**src/rtl/ifu_fetch_ctrl.sv**
```systemverilog
// Instruction-fetch controller: owns the fetch PC, keeps at most one request
// outstanding to instruction memory, steers the next PC through the static
// branch predictor and buffers {pc, instr} pairs in a 2-entry queue for decode.
// A flush redirects the PC, empties the queue and drops any response that
// belongs to a request issued before the flush.
module ifu_fetch_ctrl #(
  parameter int unsigned     XLEN      = 32,
  parameter logic [XLEN-1:0] RESET_PC  = {XLEN{1'b0}},
  parameter logic [31:0]     NOP_INSTR = 32'h0000_0013
) (
  input  logic            clk_i,
  input  logic            rst_ni,
  // instruction memory
  output logic            imem_req_o,
  output logic [XLEN-1:0] imem_addr_o,
  input  logic            imem_gnt_i,
  input  logic            imem_rvalid_i,
  input  logic [31:0]     imem_rdata_i,
  // static branch predictor
  output logic [XLEN-1:0] bpu_pc_o,
  output logic [31:0]     bpu_instr_o,
  input  logic [XLEN-1:0] bpu_pc_pred_i,
  // redirect from execute
  input  logic            flush_i,
  input  logic [XLEN-1:0] flush_addr_i,
  // decode side
  output logic            id_valid_o,
  input  logic            id_ready_i,
  output logic [XLEN-1:0] id_pc_o,
  output logic [31:0]     id_instr_o
);

  typedef enum logic [2:0] {
    ST_IDLE  = 3'd0,
    ST_REQ   = 3'd1,
    ST_WAIT  = 3'd2,
    ST_HOLD  = 3'd3,
    ST_DRAIN = 3'd4
  } state_e;

  state_e              state_q, state_d;
  logic [XLEN-1:0]     pc_q, pc_d;
  logic [XLEN-1:0]     inflight_q, inflight_d;

  logic [1:0][XLEN-1:0] ent_pc_q;
  logic [1:0][31:0]     ent_instr_q;
  logic [1:0]           count_q, count_d;
  logic                 rd_ptr_q;
  logic                 wr_ptr_q;

  logic                 enq_s;
  logic                 deq_s;

  // Word alignment drops the low address bits of redirect and prediction.
  logic [1:0]           unused_low_bits_s;
  assign unused_low_bits_s = flush_addr_i[1:0] ^ bpu_pc_pred_i[1:0];

  // Queue handshakes and the occupancy that will hold after the coming edge.
  always_comb begin
    enq_s   = (state_q == ST_WAIT) && imem_rvalid_i && !flush_i;
    deq_s   = (count_q != 2'd0) && id_ready_i && !flush_i;
    count_d = count_q;
    if (flush_i) begin
      count_d = 2'd0;
    end else begin
      count_d = count_q + {1'b0, enq_s} - {1'b0, deq_s};
    end
  end

  // Fetch sequencing: next state, next PC and the address of the in-flight fetch.
  always_comb begin
    state_d    = state_q;
    pc_d       = pc_q;
    inflight_d = inflight_q;
    case (state_q)
      ST_IDLE: begin
        state_d = ST_REQ;
      end
      ST_REQ: begin
        if (imem_gnt_i) begin
          inflight_d = pc_q;
          state_d    = ST_WAIT;
        end else begin
          state_d = ST_REQ;
        end
      end
      ST_WAIT: begin
        if (imem_rvalid_i) begin
          pc_d    = {bpu_pc_pred_i[XLEN-1:2], 2'b00};
          state_d = (count_d <= 2'd1) ? ST_REQ : ST_HOLD;
        end else begin
          state_d = ST_WAIT;
        end
      end
      ST_HOLD: begin
        if (count_d <= 2'd1) begin
          state_d = ST_REQ;
        end else begin
          state_d = ST_HOLD;
        end
      end
      ST_DRAIN: begin
        if (imem_rvalid_i) begin
          state_d = ST_REQ;
        end else begin
          state_d = ST_DRAIN;
        end
      end
      default: begin
        state_d = ST_IDLE;
      end
    endcase

    // A redirect overrides everything; a request the memory has already
    // taken (or is taking now) must be drained before issuing again.
    if (flush_i) begin
      pc_d = {flush_addr_i[XLEN-1:2], 2'b00};
      case (state_q)
        ST_WAIT:  state_d = imem_rvalid_i ? ST_REQ : ST_DRAIN;
        ST_REQ:   state_d = imem_gnt_i    ? ST_DRAIN : ST_REQ;
        ST_DRAIN: state_d = imem_rvalid_i ? ST_REQ : ST_DRAIN;
        default:  state_d = ST_REQ;
      endcase
    end else begin
      pc_d = pc_d;
    end
  end

  // FSM state, fetch PC and in-flight PC registers.
  always_ff @(posedge clk_i or negedge rst_ni) begin
    if (!rst_ni) begin
      state_q    <= ST_IDLE;
      pc_q       <= RESET_PC;
      inflight_q <= {XLEN{1'b0}};
    end else begin
      state_q    <= state_d;
      pc_q       <= pc_d;
      inflight_q <= inflight_d;
    end
  end

  // Two-entry fetch queue toward decode; pointers wrap naturally at one bit.
  always_ff @(posedge clk_i or negedge rst_ni) begin
    if (!rst_ni) begin
      ent_pc_q    <= {(2*XLEN){1'b0}};
      ent_instr_q <= {64{1'b0}};
      count_q     <= 2'd0;
      rd_ptr_q    <= 1'b0;
      wr_ptr_q    <= 1'b0;
    end else begin
      count_q <= count_d;
      if (flush_i) begin
        rd_ptr_q <= 1'b0;
        wr_ptr_q <= 1'b0;
      end else begin
        if (enq_s) begin
          ent_pc_q[wr_ptr_q]    <= inflight_q;
          ent_instr_q[wr_ptr_q] <= imem_rdata_i;
          wr_ptr_q              <= wr_ptr_q + 1'b1;
        end
        if (deq_s) begin
          rd_ptr_q <= rd_ptr_q + 1'b1;
        end
      end
    end
  end

  assign imem_req_o  = (state_q == ST_REQ);
  assign imem_addr_o = pc_q;

  assign bpu_pc_o    = inflight_q;
  assign bpu_instr_o = imem_rdata_i;

  assign id_valid_o  = (count_q != 2'd0);
  assign id_pc_o     = id_valid_o ? ent_pc_q[rd_ptr_q]    : {XLEN{1'b0}};
  assign id_instr_o  = id_valid_o ? ent_instr_q[rd_ptr_q] : NOP_INSTR;

endmodule

```
**config.mk**
```make
export PLATFORM = sky130hd
export DESIGN_NAME = ifu_fetch_ctrl
export DESIGN_NICKNAME = d
export VERILOG_FILES = /design/src/rtl/ifu_fetch_ctrl.sv
export SDC_FILE = /design/constraint.sdc
export NUM_CORES = 1
export LEC_CHECK = 0
export CAP_MARGIN = 20
export CORE_ASPECT_RATIO = 2
export CORE_MARGIN = 4
export CORE_UTILIZATION = 40
export CTS_CLUSTER_DIAMETER = 120
export DETAILED_ROUTE_END_ITERATION = 10
export GPL_ROUTABILITY_DRIVEN = 0
export MAX_ROUTING_LAYER = met4
export PLACE_DENSITY = 0.8
export SLEW_MARGIN = 15
export SYNTH_ARGS = -nofsm -noshare
export SYNTH_HDL_FRONTEND = slang
export SYNTH_SLANG_ARGS = --single-unit
```
**constraint.sdc**
```tcl
create_clock -name clk_i -period 2.39 [get_ports clk_i]
set_input_delay 0.5975 -clock clk_i [delete_from_list [all_inputs] [get_ports clk_i]]
set_output_delay 0.5975 -clock clk_i [all_outputs]
set_load 0.005 [all_outputs]
```
== Word level (Yosys, flattened, before mapping) ==
Index checks and enable logic that the tools add are counted.
Operators by class
  add/subtract/negate cells: 4
  order comparisons: 4
  eq/ne operators: 4
  mux-type cells: 26
  bitwise gates (word level): 1
  reduce and logical (&&, ||, !) cells: 16
Operators with widths (count)
  2-to-1 mux 32 bit: 10
  bitwise mux 64 bit: 2
  demux 32 bit (select 1 bit): 1
  case mux 3 bit (5 select lines): 1
  nonzero test 2 bit: 5
  2-to-1 mux 3 bit: 3
  2-to-1 mux 2 bit: 4
  == test 3 x 2 -> 1 bit (second input constant): 2
  case mux 3 bit (2 select lines): 1
  AND reduction 2 bit: 3
  logical AND 1 bit: 5
  < comparator 1 x 2 -> 1 bit (second input constant): 2
  2-to-1 mux 1 bit: 4
  == test 3 x 1 -> 1 bit (second input constant): 1
  == test 3 bit (second input constant): 1
  zero test 3 bit: 1
  adder 1 bit (second input constant): 2
  adder 2 x 1 -> 2 bit: 1
  less-or-equal comparator 2 x 1 -> 1 bit (second input constant): 1
  OR reduction 2 bit: 1
  subtractor 2 x 1 -> 2 bit: 1
  >= comparator 1 bit (second input constant): 1
  zero test 1 bit: 1
  inverter 1 bit: 1
Word-level totals
  register bits: 199
  output and inout port bits: 162
  logic and storage cells: 65

== Depth between registers and ports, before layout ==
  word-level depth: 11
  mapped depth: 12
  mapped depth without buffers: 9

== Least setup slack after synthesis ==
OpenSTA, ideal clock, no wires.
  path type: input to register
  from: in imem_rvalid_i
  to: reg state_q[1]
  arrival time: 2104 ps
  setup slack: 158 ps
  stages: 12
  path buffers: 3
  cell sequence: and3b_1 > buf_6 > and2_4 > buf_6 > buf_6 > inv_1 > ha_1 > inv_1 > ha_1 > xor2_1 > xnor2_1 > a21oi_1
Between the ends
  longest elaborated chain between the ends: 10
Ends and longest elaborated chain
  start, declared: RTL line 17  | input logic imem_rvalid_i,
  logical AND 1 bit (2 in series): RTL line 60  | enq_s = (state_q == ST_WAIT) && imem_rvalid_i && !flush_i;
  adder 2 x 1 -> 2 bit: RTL line 66  | count_d = count_q + {1'b0, enq_s} - {1'b0, deq_s};
  subtractor 2 x 1 -> 2 bit: RTL line 66
  2-to-1 mux 2 bit: RTL line 63  | if (flush_i) begin
  less-or-equal comparator 2 x 1 -> 1 bit: RTL line 90, 96
  2-to-1 mux 2 bit: RTL line 90, 96
  2-to-1 mux 2 bit: RTL line 88  | if (imem_rvalid_i) begin
  case mux 3 bit (5 select lines) *: RTL line 75  | case (state_q)
  2-to-1 mux 3 bit *: RTL line 116  | if (flush_i) begin
  via state_d[1]: RTL line 41  | state_e state_q, state_d;
  end signal, assigned: RTL line 136  | state_q <= state_d;
  end, declared: RTL line 41
The timed path passes the listed nets; every way through them passes the cells marked *.
A chain may end at the register's enable or synchronous reset.

== Worst setup path in the final report ==
  from: reg rd_ptr_q
  to: out id_pc_o[7]
Between the ends
  longest elaborated chain between the ends: 3
Ends and longest elaborated chain
  start, declared: RTL line 48  | logic rd_ptr_q;
  start signal, assigned: RTL line 162  | rd_ptr_q <= rd_ptr_q + 1'b1;
  2-to-1 mux 32 bit (not written as such) (2 in series): RTL line 175  | assign id_pc_o = id_valid_o ? ent_pc_q[rd_ptr_q] : {XLEN{1'b0}};
  2-to-1 mux 32 bit: RTL line 175
  end, declared: RTL line 29  | output logic [XLEN-1:0] id_pc_o,
No other way between the ends. The select of a mux whose other input is x is not followed.

==> impl_results.md <==
- Status: complete, but fails checks
- Failing checks: setup timing
- Final min period: 2.48 ns
- Die ar.: 24200 um^2
- DIE WIDTH: roughly 110 um
- Post-CTS Hold Fix Bufs: 0
- First-pass GRT wire length: 33300 um
- Yosys reg bits: 191
- Final Setup Violations: 13
- Worst Setup End Kind: output port
- Drt wl/cell: 19.5 um
- Total wire length: 23300 um
- Placed cell count: 1123
- Worst-Skew Late Latency: 0.44 ns
- Period Utilization, post-route: 104%
- CTS tree: yes
- Clock Pin Slew Worst Setup and Hold Paths: 0.06 ns
- Slew Viols, Final: 0
- Non-filler cells, final: 1195
- Core area: 21100 um^2
- Die height: between 200 and 250 um
- Netlist cell types: 34
- Tightest hold margin: 0.153 ns
- Yosys top cell area share: 55.3%
- Initial antenna violation count: 2
- DRC: 0
- Max Clock Freq: 404 MHz
- Critical path type: reg2out
- Crit path max fanout: 16
- Max-Cap Viols: 0
- DRT Pass-1 Iters: 4
- Row count: 75
- Power Dens Cells: between 700 and 800 nW/um^2
- WP data required: 1.79 ns
- Post-DP HPWL: 15600 um
- Main synth FF type: dfrtp_1
- Ys Warns: 0
- Arrival time worst endpoint: 1.88 ns
- Area grow syn2layout: 44.1%
- Pin count of the biggest net entering global routing: 67
- Routed Antenna Nets: 0
- Sequential area share after synthesis: 55.3%
- Drt initial violations: 208
- DR vias: about 6000
- Mean Syn Cell Area: 13.4 um^2
- Startpoint Class: flop
- Share of post-route cells with drive strength above 1: 31.8%
- Relative slew slack: 62.9%
- FILL cells: 1696
- Most frequent cells in the layout: 189 x dfrtp_1, 189 x clkdlybuf4s50_1, 164 x mux2_2, 62 x mux2i_1, 61 x nor2_1
- Synth area leader: dfrtp_1
- Vias in the first global route: around 6200
- RR Startpoint: state_q[1]
- Final Skew: approximately 0.0081 ns
- Root Driver: clkbuf_16
- Cts bufs inserted: 17
- Via density: roughly 5.0
- Async SR Flop Fraction: 100%
- Starting density of the core: 41.0%
- R2r setup slk: 0.40 ns
- Setup TNS: -0.368 ns
- # port buffers: 253
- Max VDD drop: 0.000540 V
- Reg2reg end: state_q[1]
- Leakage: approximately 0.0062 uW
- Final hold violations: 0
- RSZ-0062 raised after global routing: yes
- Worst slew pin tran: between 0.5 and 0.6 ns
- R2R cell count: 9
- Total chip power: 9710 uW
- Syn Std Cell Area: approximately 8600 um^2
- CTS Buffer Depth: 2
- Worst hold-check path type: in2async
- EDFF count, synth: 0
- PnR worst setup slack: -0.0859 ns
- Largest cells by area after synthesis: dfrtp_1 55%, mux2_2 21%, mux2i_1 7.2%
- Fin nets: 1015
- Gr usage total: 18.2%
- Post-Syn Instances: 644
- H-tree Lvls: 4
- Top Ports: 264
- CTS sink cnt: 191
- Total gr overflow: 0
[sequential cells by signal, indices dropped and copies added (netlist names)]
| signal | flops |
|---|---|
| bpu_pc_o | 30 |
| count_q | 2 |
| ent_instr_q | 64 |
| ent_pc_q | 60 |
| imem_addr_o | 30 |
| rd_ptr_q | 1 |
| state_q | 3 |
| wr_ptr_q | 1 |
[report_power, final]
group          internal [uW]  switching, uW  total [uW]  leakage [uW]
sequential              3950            534        4480       0.00252
combinational           1590            838        2430       0.00343
clock                   1550           1240        2790      0.000268
[synthesized netlist by cell type, types with 2 or more instances]
| master | instances |
|---|---|
| a21oi_1 | 3 |
| a221o_1 | 24 |
| and2_1 | 24 |
| buf_2 | 19 |
| buf_4 | 44 |
| buf_6 | 4 |
| clkbuf_1 | 10 |
| dfrtp_1 | 191 |
| ha_1 | 2 |
| inv_1 | 4 |
| mux2_1 | 2 |
| mux2_2 | 164 |
| mux2i_1 | 62 |
| nand2_1 | 5 |
| nor2_1 | 65 |
| o21ai_0 | 2 |
| xor2_1 | 2 |
[area by class of cell]
| cell class | instances | area [um^2] | area share, % |
|---|---|---|---|
| Antenna cell | 2 | 5.00 | 0.0402 |
| Clock buffer | 20 | 437 | 3.50 |
| Clock inverter | 12 | 135 | 1.08 |
| Inverter | 4 | 17.5 | 0.141 |
| Multi-Input combinational cell | 377 | 3410 | 27.4 |
| Sequential cell | 191 | 4780 | 38.4 |
| Tap cell | 269 | 337 | 2.70 |
| Timing Repair Buffer | 320 | 3340 | 26.8 |
[worst max-delay path: stages, from the launching register on]
cell and delay, ns:
dfrtp_4 0.55, buf_6 0.16, clkbuf_16 0.18, mux2i_1 0.13, nor2_1 0.16, dlygate4sd2_1 0.26
[worst max path at each step]
| stage | endpoint | depth (start not counted) | from |
|---|---|---|---|
| floorplan | state_q[1] | 12 | imem_rvalid_i |
| global placement | state_q[1] | 10 | imem_rvalid_i |
| detailed placement | state_q[1] | 10 | imem_rvalid_i |
| CTS | id_pc_o[25] | 4 | rd_ptr_q |
| global route | id_pc_o[7] | 5 | rd_ptr_q |
| finish | id_pc_o[7] | 5 | rd_ptr_q |
[through the flow]
step,cell area [um^2],worst slack [ns],utilization [%]
finish,12500,-0.0859,59.0
global route,12500,-0.150,59.0
CTS,12000,-0.263,56.9
detailed placement,11500,-0.122,54.2
global placement,11500,-0.0616,54.2
floorplan,8670,0.158,-
[routing by layer]
layer / part of all wire (%) / GRT usage (%) / vias up
li1: - / - / 2757
met1: 36 / 18.3 / 3014
met2: 56 / 32.5 / 187
met3: 4.0 / 3.50 / 51
met4: 4.4 / 10.5 / 0
met5: 0 / - / -
[kinds of logic (layout without fill, tap and decap cells)]
logic type	after synthesis	in the layout	share of synthesized area [%]
AO/OA/AOI/OAI	34	34	3.56
XOR/XNOR	3	3	0.304
adder cells (fa/ha/maj)	2	2	0.289
buffers and inverters	81	356	6.05
flip-flops	191	191	55.3
multiplexers	228	228	28.8
other	1	8	0.0434
AND/OR/NAND/NOR	104	104	5.69
[repair_timing]
| item | 4_1_cts | 5_1_grt |
|---|---|---|
| setup buffers | 0 | 32 |
| gates resized for setup | 22 | 89 |
| endpoints found under the hold margin | 0 | 0 |
| cloned | 0 | 6 |
| pin swaps | 0 | 5 |
| endpoints found under the setup margin | 63 | 50 |
No activity file was read; power rests on OpenSTA's default activity.
